--- config.mk ---
export PLATFORM = sky130hd
export DESIGN_NAME = icache_nway_block
export DESIGN_NICKNAME = d
export VERILOG_FILES = /design/src/rtl/icache_nway_block.sv
export SDC_FILE = /design/constraint.sdc
export NUM_CORES = 1
export LEC_CHECK = 0
export ABC_AREA = 1
export CAP_MARGIN = 20
export CORE_ASPECT_RATIO = 2
export CORE_MARGIN = 1
export CORE_UTILIZATION = 65
export DETAILED_ROUTE_END_ITERATION = 16
export HOLD_SLACK_MARGIN = 0.06
export PLACE_DENSITY_LB_ADDON = 0.1
export SLEW_MARGIN = 15
export SYNTH_ARGS = -nofsm -noshare
export SYNTH_HDL_FRONTEND = slang
export SYNTH_SLANG_ARGS = --single-unit
--- constraint.sdc ---
create_clock -name CLK -period 12.4 [get_ports CLK]
set_input_delay 3.1 -clock CLK [delete_from_list [all_inputs] [get_ports CLK]]
set_output_delay 3.1 -clock CLK [all_outputs]
set_load 0.01 [all_outputs]
--- src/rtl/icache_nway_block.sv ---
// rtl/icache_nway_block.sv - direct-mapped instruction cache with multi-word blocks and flush
module icache_nway_block #(
   parameter int SETS            = 16,
   parameter int WORDS_PER_BLOCK = 2,
   parameter int ADDR_W          = 32,
   parameter int DATA_W          = 32
) (
   input  logic              CLK,
   input  logic              nRST,
   input  logic              imemREN,
   input  logic [ADDR_W-1:0] imemaddr,
   output logic              ihit,
   output logic [DATA_W-1:0] imemload,
   input  logic              flush,
   output logic              flush_done,
   output logic              iREN,
   output logic [ADDR_W-1:0] iaddr,
   input  logic [DATA_W-1:0] iload,
   input  logic              iwait
);
   localparam int WOFF   = $clog2(WORDS_PER_BLOCK);
   localparam int IDX    = $clog2(SETS);
   localparam int WOFF_W = (WOFF > 0) ? WOFF : 1;
   localparam int TAG_W  = ADDR_W - 2 - WOFF - IDX;
   localparam int CNT_W  = WOFF + 1;
   localparam int FCNT_W = IDX + 1;

   typedef enum logic [1:0] {IDLE, REFILL, FLUSH} state_t;

   state_t              state_q, state_d;
   logic [CNT_W-1:0]    cnt_q, cnt_d;
   logic [FCNT_W-1:0]   fcnt_q, fcnt_d;
   logic [ADDR_W-1:0]   miss_addr_q, miss_addr_d;
   logic                flush_pend_q, flush_pend_d;
   logic                flush_prev_q;
   logic [SETS-1:0]     valid_q, valid_d;
   logic                iren_q, iren_d;
   logic [ADDR_W-1:0]   iaddr_q, iaddr_d;
   logic                flush_done_q, flush_done_d;

   logic [TAG_W-1:0]    tag_mem  [SETS];
   logic [DATA_W-1:0]   data_mem [SETS][WORDS_PER_BLOCK];

   logic [IDX-1:0]      req_idx, miss_idx;
   logic [TAG_W-1:0]    req_tag, miss_tag;
   logic [WOFF_W-1:0]   req_woff;
   logic                hit, flush_rise, last_word, fill_we;

   assign req_idx    = imemaddr[2+WOFF +: IDX];
   assign req_tag    = imemaddr[ADDR_W-1 -: TAG_W];
   assign req_woff   = imemaddr[2 +: WOFF_W] & WOFF_W'(WORDS_PER_BLOCK - 1);
   assign miss_idx   = miss_addr_q[2+WOFF +: IDX];
   assign miss_tag   = miss_addr_q[ADDR_W-1 -: TAG_W];
   assign flush_rise = flush & ~flush_prev_q;
   assign last_word  = (cnt_q == CNT_W'(WORDS_PER_BLOCK - 1));
   assign fill_we    = (state_q == REFILL) && !iwait;

   // zero-latency hit lookup, only while idle
   always_comb begin
      hit      = (state_q == IDLE) && imemREN && valid_q[req_idx] &&
                 (tag_mem[req_idx] == req_tag);
      ihit     = hit;
      imemload = hit ? data_mem[req_idx][req_woff] : '0;
   end

   // next-state, counters, valid bits and the registered memory-side outputs
   always_comb begin
      state_d      = state_q;
      cnt_d        = cnt_q;
      fcnt_d       = fcnt_q;
      miss_addr_d  = miss_addr_q;
      flush_pend_d = flush_pend_q;
      valid_d      = valid_q;
      case (state_q)
         IDLE: begin
            if (flush_rise) begin
               state_d = FLUSH;
               fcnt_d  = '0;
            end else if (imemREN && !hit) begin
               // the victim frame is invalidated now so a half-filled block never hits
               miss_addr_d      = imemaddr;
               cnt_d            = '0;
               valid_d[req_idx] = 1'b0;
               state_d          = REFILL;
            end
         end
         REFILL: begin
            if (flush_rise) flush_pend_d = 1'b1;
            if (!iwait) begin
               if (last_word) begin
                  valid_d[miss_idx] = 1'b1;
                  cnt_d             = '0;
                  if (flush_pend_q || flush_rise) begin
                     state_d      = FLUSH;
                     fcnt_d       = '0;
                     flush_pend_d = 1'b0;
                  end else begin
                     state_d = IDLE;
                  end
               end else begin
                  cnt_d = cnt_q + CNT_W'(1);
               end
            end
         end
         FLUSH: begin
            valid_d[fcnt_q[IDX-1:0]] = 1'b0;
            if (fcnt_q == FCNT_W'(SETS - 1)) begin
               state_d = IDLE;
               fcnt_d  = '0;
            end else begin
               fcnt_d = fcnt_q + FCNT_W'(1);
            end
         end
         default: state_d = IDLE;
      endcase
      iren_d       = (state_d == REFILL);
      iaddr_d      = iren_d ? ((miss_addr_d & ~ADDR_W'(WORDS_PER_BLOCK * 4 - 1)) +
                               (ADDR_W'(cnt_d) << 2)) : '0;
      flush_done_d = (state_d == FLUSH) && (fcnt_d == FCNT_W'(SETS - 1));
   end

   // control state and outputs, cleared asynchronously
   always_ff @(posedge CLK or negedge nRST) begin
      if (!nRST) begin
         state_q      <= IDLE;
         cnt_q        <= '0;
         fcnt_q       <= '0;
         miss_addr_q  <= '0;
         flush_pend_q <= 1'b0;
         flush_prev_q <= 1'b0;
         valid_q      <= '0;
         iren_q       <= 1'b0;
         iaddr_q      <= '0;
         flush_done_q <= 1'b0;
      end else begin
         state_q      <= state_d;
         cnt_q        <= cnt_d;
         fcnt_q       <= fcnt_d;
         miss_addr_q  <= miss_addr_d;
         flush_pend_q <= flush_pend_d;
         flush_prev_q <= flush;
         valid_q      <= valid_d;
         iren_q       <= iren_d;
         iaddr_q      <= iaddr_d;
         flush_done_q <= flush_done_d;
      end
   end

   // tag and data arrays need no reset; valid bits guard them
   always_ff @(posedge CLK) begin
      if (fill_we) begin
         data_mem[miss_idx][cnt_q[WOFF_W-1:0]] <= iload;
         if (last_word) tag_mem[miss_idx] <= miss_tag;
      end
   end

   assign iREN       = iren_q;
   assign iaddr      = iaddr_q;
   assign flush_done = flush_done_q;
endmodule

==> flow_summary.toml, run 1 <==
[status]
status = "finished clean"

[drt]
drtIter0Drc = 4128
wl_um = 156000
viasPerCell = 6.45
wl_per_cell_um = 27.2
drc = 0
first_pass_iters = 6
num_vias = 37100
detail-route-antenna-nets = 0

[timing]
worst_pin_slew_ps = 1190
finalClockSkew_ps = 31.5
rsz0062_at_grt = "false"
fin_tns_setup_ps = 0
final_max_slew_viol_count = 0
hold_viol_final = 0
fmax_mhz = 92.5
timing.final.crit_period_ps = 10810
maxSlewHeadroom_pct = 20.9
setup-violations-final = 0
fin_crit_sh_pct = 87.2

[floorplanning]
die_h_um = 426
core_area_um2 = 89200
num_rows = 155
initial_core_util_pct = 65.5
pin_count = 136
dieArea_um2 = 91200
die-width_um = 214

[yosys]
syn_area_um2 = 58400
synthArstFlopShare_pct = 5.82
yosysTopAreaCell = "edfxtp_1"
avgSynthCellArea_um2 = 13.4
synth_cell_types = 46
yosysSeqAreaShare_pct = 76.9
synth.ff_latch_count = 1512
postSynthCellCount = 4366
synthTopCellsByArea = "edfxtp_1 73%, nand2_1 7.3%, o22ai_1 4.7%, dfrtp_1 3.8%, o21ai_0 2.4%"
synth_top_area_share_pct = 73.2
synth_ff_type = "edfxtp_1"
yosysWarnings = 0
synth_edf_count = 1424

[placement]
placed_area_um2 = 61400
port_buffers = 131
place.gp.congestion = 0.998
dp_hpwl_um = 85000

[setup_path]
cp-end-kind = "primary output"
worst_setup_path_start_kind = "input pin"
cp_max_fo = 28
cp.required_ps = 9300
ff2ff_path_depth = 26
worstPathArrival_ps = 7710
worstSetupPathType = "in -> out"

[min_path]
min_path_cells = 1
hold_path.class = "reg -> reg"

[global_route]
grt_pass1_wl_um = 227000
antenna_found_initial = 3
grt_max_degree = 165
grt_pass1_vias = 35700
grtUsageTotal_pct = 34.6
globalRouteOverflowTotal = 0

[cts]
clockBufferDepth = 3
ctsHoldBuffers = 0
root_buffer = "clkbuf_16"
cts_buffers = 117
cts_tree = "yes"
htree_levels = 3
cts_resized = 0
clk_pin_slew_ps = 70
clock_sinks = 1512
clock_latency_ps = 760
post_cts_buffers = 0

[layout]
drive_gt1_share_pct = 7.83
synthToLayoutAreaGrowth_pct = 11.8
stdcell_area_um2 = 65400
fin_nets = 4543
diodes = 0

[power_and_ir_drop]
p_leak_nw = 22.2
power_density_nw_per_um2 = 168
vdd_drop_max_mv = 0.156

[run]
maxCapViolations = 0
[path summary, 6_finish.rpt]
path	from	endpoint	slack [ps]
min in group asynchronous	nRST	fcnt_q[4]	2340
max reg2reg	tag_mem[12][1]	iaddr[25]	7030
max	imemaddr[6]	imemload[4]	1590
min reg2reg	fcnt_q[4]	flush_done	480
max in group asynchronous	nRST	miss_addr_q[14]	8940
min	fcnt_q[4]	flush_done	480
[cells by family (layout without fill, tap and decap cells)]
family | Yosys count | in the layout | share of synthesized area, %
and+or+nand+nor | 1556 | 1556 | 10.6
buffers and inverters | 364 | 570 | 2.55
xor gates and xnor gates | 1 | 1 | 0.0150
AOI/OAI and AO/OA | 926 | 926 | 9.73
adders and majority gates | 6 | 6 | 0.128
other | 1 | 2 | 0.00642
DFF | 1512 | 1512 | 76.9
[cell usage in the layout, fill, tap and decap left out, types with 88 or more instances in the layout]
cell type and instances:
buf_4 88, clkbuf_16 117, clkdlybuf4s50_1 127, dfrtp_1 88
edfxtp_1 1424, inv_1 107, nand2_1 1135, nor2_1 184
o21ai_0 281, o22ai_1 442
[sequential cells by signal, summed over array words and instances (netlist names)]
register,flops
flush_pend_q,1
data_mem,1024
cnt_q,2
valid_q,16
tag_mem,400
flush_prev_q,1
fcnt_q,5
flush_done,1
state_q,2
miss_addr_q,29
iaddr,30
iREN,1
[per-layer routing]
layer | vias up | wire, um | global-route usage [%]
met1 | 18000 | 53300 | 40.6
met4 | 6 | 11700 | 23.8
met5 | - | 48 | 0
met3 | 587 | 12600 | 4.91
li1 | 16400 | - | -
met2 | 2063 | 78800 | 59.1
[cells in the mapped netlist, types with 6 or more instances]
cell type,n
nor3_1,27
dfrtp_1,88
nor2_1,227
edfxtp_1,1424
buf_2,38
buf_4,14
nand2_2,6
a211oi_1,17
nand4_1,52
o22ai_1,442
o21ai_0,281
nand2_1,1135
o21a_1,7
nor2_2,6
o21ai_1,17
nand3_1,83
inv_1,109
ha_1,6
a31oi_1,9
o22a_1,35
a41oi_1,26
clkbuf_1,165
buf_1,27
o221ai_1,36
a21oi_1,37
[metrics by stage]
stage / util, % / hold WS, ps / cells / setup WS, ps / power, mW
after global routing: 73.3 / 500 / 5750 / 1510 / 11.3
after global placement: 68.8 / 466 / 5523 / 1700 / 7.22
final: 73.3 / 478 / 5750 / 1590 / 11.0
after floorplan: - / 423 / 4367 / 3890 / 6.74
after CTS: 73.2 / 481 / 5749 / 1660 / 11.0
after detailed placement: 68.9 / 457 / 5525 / 1710 / 7.24
[layout make-up]
cell class | instances | area [um^2]
Timing Repair Buffer | 229 | 2180
Clock inverter | 83 | 832
Tap cell | 1177 | 1470
Clock buffer | 141 | 3070
Fill cell | 5608 | 23800
Multi-Input combinational cell | 2491 | 12400
Inverter | 117 | 467
Sequential cell | 1512 | 45000
[worst max-delay path: stages]
cell and delay, ps:
clkdlybuf4s50_1 670, inv_1 160, nor2_4 640, buf_4 510
nand2_1 90, nand2_1 130, nor3_1 120, nor2_1 110
nand2_1 60, nor2_1 130, nand2_1 60, nor2_1 180
nand2_4 340, a211oi_1 610, clkdlybuf4s50_1 690
[power breakdown]
group	total (mW)	internal [mW]	switching, mW
Sequential	6.10	5.87	0.237
Clock	3.81	2.06	1.74
Combinational	1.04	0.282	0.762
Total	11.0	8.21	2.74
Note: power is estimated with default switching activity, not from simulation.
==> run 2: changes to the inputs <==
CORE_UTILIZATION = 62   (was 65)
clock period = 11.6 ns   (was 12.4 ns; I/O delays follow)
==> run 2 against run 1 <==
  * Cell count increased by 0.49%
  * Setup slack got worse by 440 ps
  * Largest power group unchanged
  * Clock skew about the same
==> flow_summary.toml, run 2 (same netlist as run 1, synthesis figures left out) <==
[status]
status = "finished clean"

[cts]
root_buffer = "clkbuf_16"
clk_pin_slew_ps = 60
htree_levels = 3
cts_resized = 0
cts_tree = "yes"
post_cts_buffers = 0
ctsHoldBuffers = 0
clock_latency_ps = 750
cts_buffers = 118
clockBufferDepth = 3
clock_sinks = 1512

[floorplanning]
die_h_um = 436
initial_core_util_pct = 62.4
pin_count = 136
core_area_um2 = 93700
dieArea_um2 = 95600
die-width_um = 219
num_rows = 159

[placement]
post-place-cells = 5557
place.gp.congestion = 1.01
placed_area_um2 = 61500
port_buffers = 131
dp_hpwl_um = 85400

[timing]
fin_crit_sh_pct = 90.1
fin_tns_setup_ps = 0
hold_viol_final = 0
setup-violations-final = 0
rsz0062_at_grt = "false"
finalClockSkew_ps = 31.1
worst_pin_slew_ps = 1040
maxSlewHeadroom_pct = 30.8
final_max_slew_viol_count = 0
timing.final.crit_period_ps = 10460
fmax_mhz = 95.6

[setup_path]
worst_setup_path_start_kind = "input pin"
slowest_stage = "clkdlybuf4s50_1"
critPathBufInv = 5
cp.required_ps = 8700
path_cells = "clkdlybuf4s50_1, inv_1, nor2_4, buf_12, nand2_1, nand2_1, nor3_1, nor2_1, nand2_1, nor2_1, nand2_1, nor2_1, nand2_4, buf_4, a211oi_1, clkdlybuf4s50_1"
worstPathArrival_ps = 7560
cpMostUsedCell = "nand2_1"
worstSetupPathType = "in -> out"
path_delay_family = "buffers and inverters"
r2r_setup_slack_ps = 6150
cp-end-kind = "primary output"
cp_max_fo = 49
slowest_delay_ps = 760

[layout]
synthToLayoutAreaGrowth_pct = 11.8
final_common_cell = "edfxtp_1"
fin_cells = 5778
utilization_pct = 69.7
stdcell_area_um2 = 65300
largest_register_ffs = 1024
fillers = 6371
drive_gt1_share_pct = 7.59
final_cell_mix = "1,424 x edfxtp_1, 1,135 x nand2_1, 442 x o22ai_1"
fin_nets = 4545

[power_and_ir_drop]
vdd_drop_max_mv = 0.162
power_density_nw_per_um2 = 179
power_mw = 11.7
p_leak_nw = 22.2

[drt]
first_pass_iters = 5
viasPerCell = 6.44
detail-route-antenna-nets = 0
drtIter0Drc = 4064
wl_um = 157000
wl_per_cell_um = 27.2
num_vias = 37200
drc = 0

[global_route]
grt_pass1_vias = 35800
antenna_found_initial = 5
grt_max_degree = 146
globalRouteOverflowTotal = 0
grt_pass1_wl_um = 228000
grtUsageTotal_pct = 33.3

[run]
maxCapViolations = 0

[min_path]
hold_path.class = "reg -> reg"
run 2: cell types whose count changed in the layout (fill, tap and decap cells not counted), sizes merged, moves of 2 or more:
| cell | before | now |
|---|---|---|
| clkbuf | 141 | 147 |
| bufinv | 14 | 12 |
| inv | 120 | 117 |
| diode | 0 | 2 |
| clkinvlp | 12 | 9 |
| clkinv | 54 | 51 |
run 2: worst register-to-register path, stage by stage, from the launching register on:
cell,delay [ps]
edfxtp_1,370
nand2_1,80
nand2_1,60
nand2_1,50
nand2_1,60
nand2_1,60
nand2_1,110
nor3_1,740
nor2_1,200
nand2_1,110
nor2_1,50
nand2_1,50
nor2_1,60
nand2_4,430
buf_4,460
nand2_4,410
o21ai_0,410
ha_1,280
ha_1,190
inv_1,60
nor2_1,230
nand3_1,160
nor2_2,320
nand3_1,150
nand2_1,90
nand2_1,40
nor2_1,140
run 2: area by class of cell:
class                   count  area [um^2]  area share [%]
diodes                      2         5.00         0.00766
clock buffers             147         3080            4.72
clock inverters            72          701            1.07
inverters                 117          467           0.715
multi-input cells        2491        12400            19.0
flip-flops and latches   1512        45000            68.8
well taps                1207         1510            2.31
repair buffers            230         2200            3.37
run 2: path summary, 6_finish.rpt:
| kind | endpoint | depth (start not counted) | from |
|---|---|---|---|
| min | flush_done | 1 | fcnt_q[4] |
| max | imemload[28] | 16 | imemaddr[5] |
| min reg2reg | flush_done | 1 | fcnt_q[4] |
| max in group asynchronous | miss_addr_q[16] | 2 | nRST |
| max reg2reg | iaddr[25] | 26 | tag_mem[2][13] |
| min in group asynchronous | valid_q[3] | 1 | nRST |
run 2: report_power, final:
part | internal (mW) | switching (mW) | total [mW]
registers | 6.27 | 0.268 | 6.54
clock network | 2.15 | 1.87 | 4.02
logic | 0.299 | 0.816 | 1.11
total | 8.72 | 2.95 | 11.7
run 2: layer usage:
metal / up-vias / global-route usage, % / wire [um]
met5: - / 0 / 37
met2: 1986 / 56.1 / 79200
li1: 16400 / - / -
met1: 18400 / 40.6 / 55400
met3: 495 / 5.08 / 12500
met4: 6 / 19.7 / 10200
run 2: metrics by stage:
stage | setup WS, ps | hold WS [ps]
after floorplan | 3490 | 423
after global placement | 1220 | 475
after detailed placement | 1240 | 460
after CTS | 1200 | 485
after global routing | 998 | 518
final | 1140 | 476
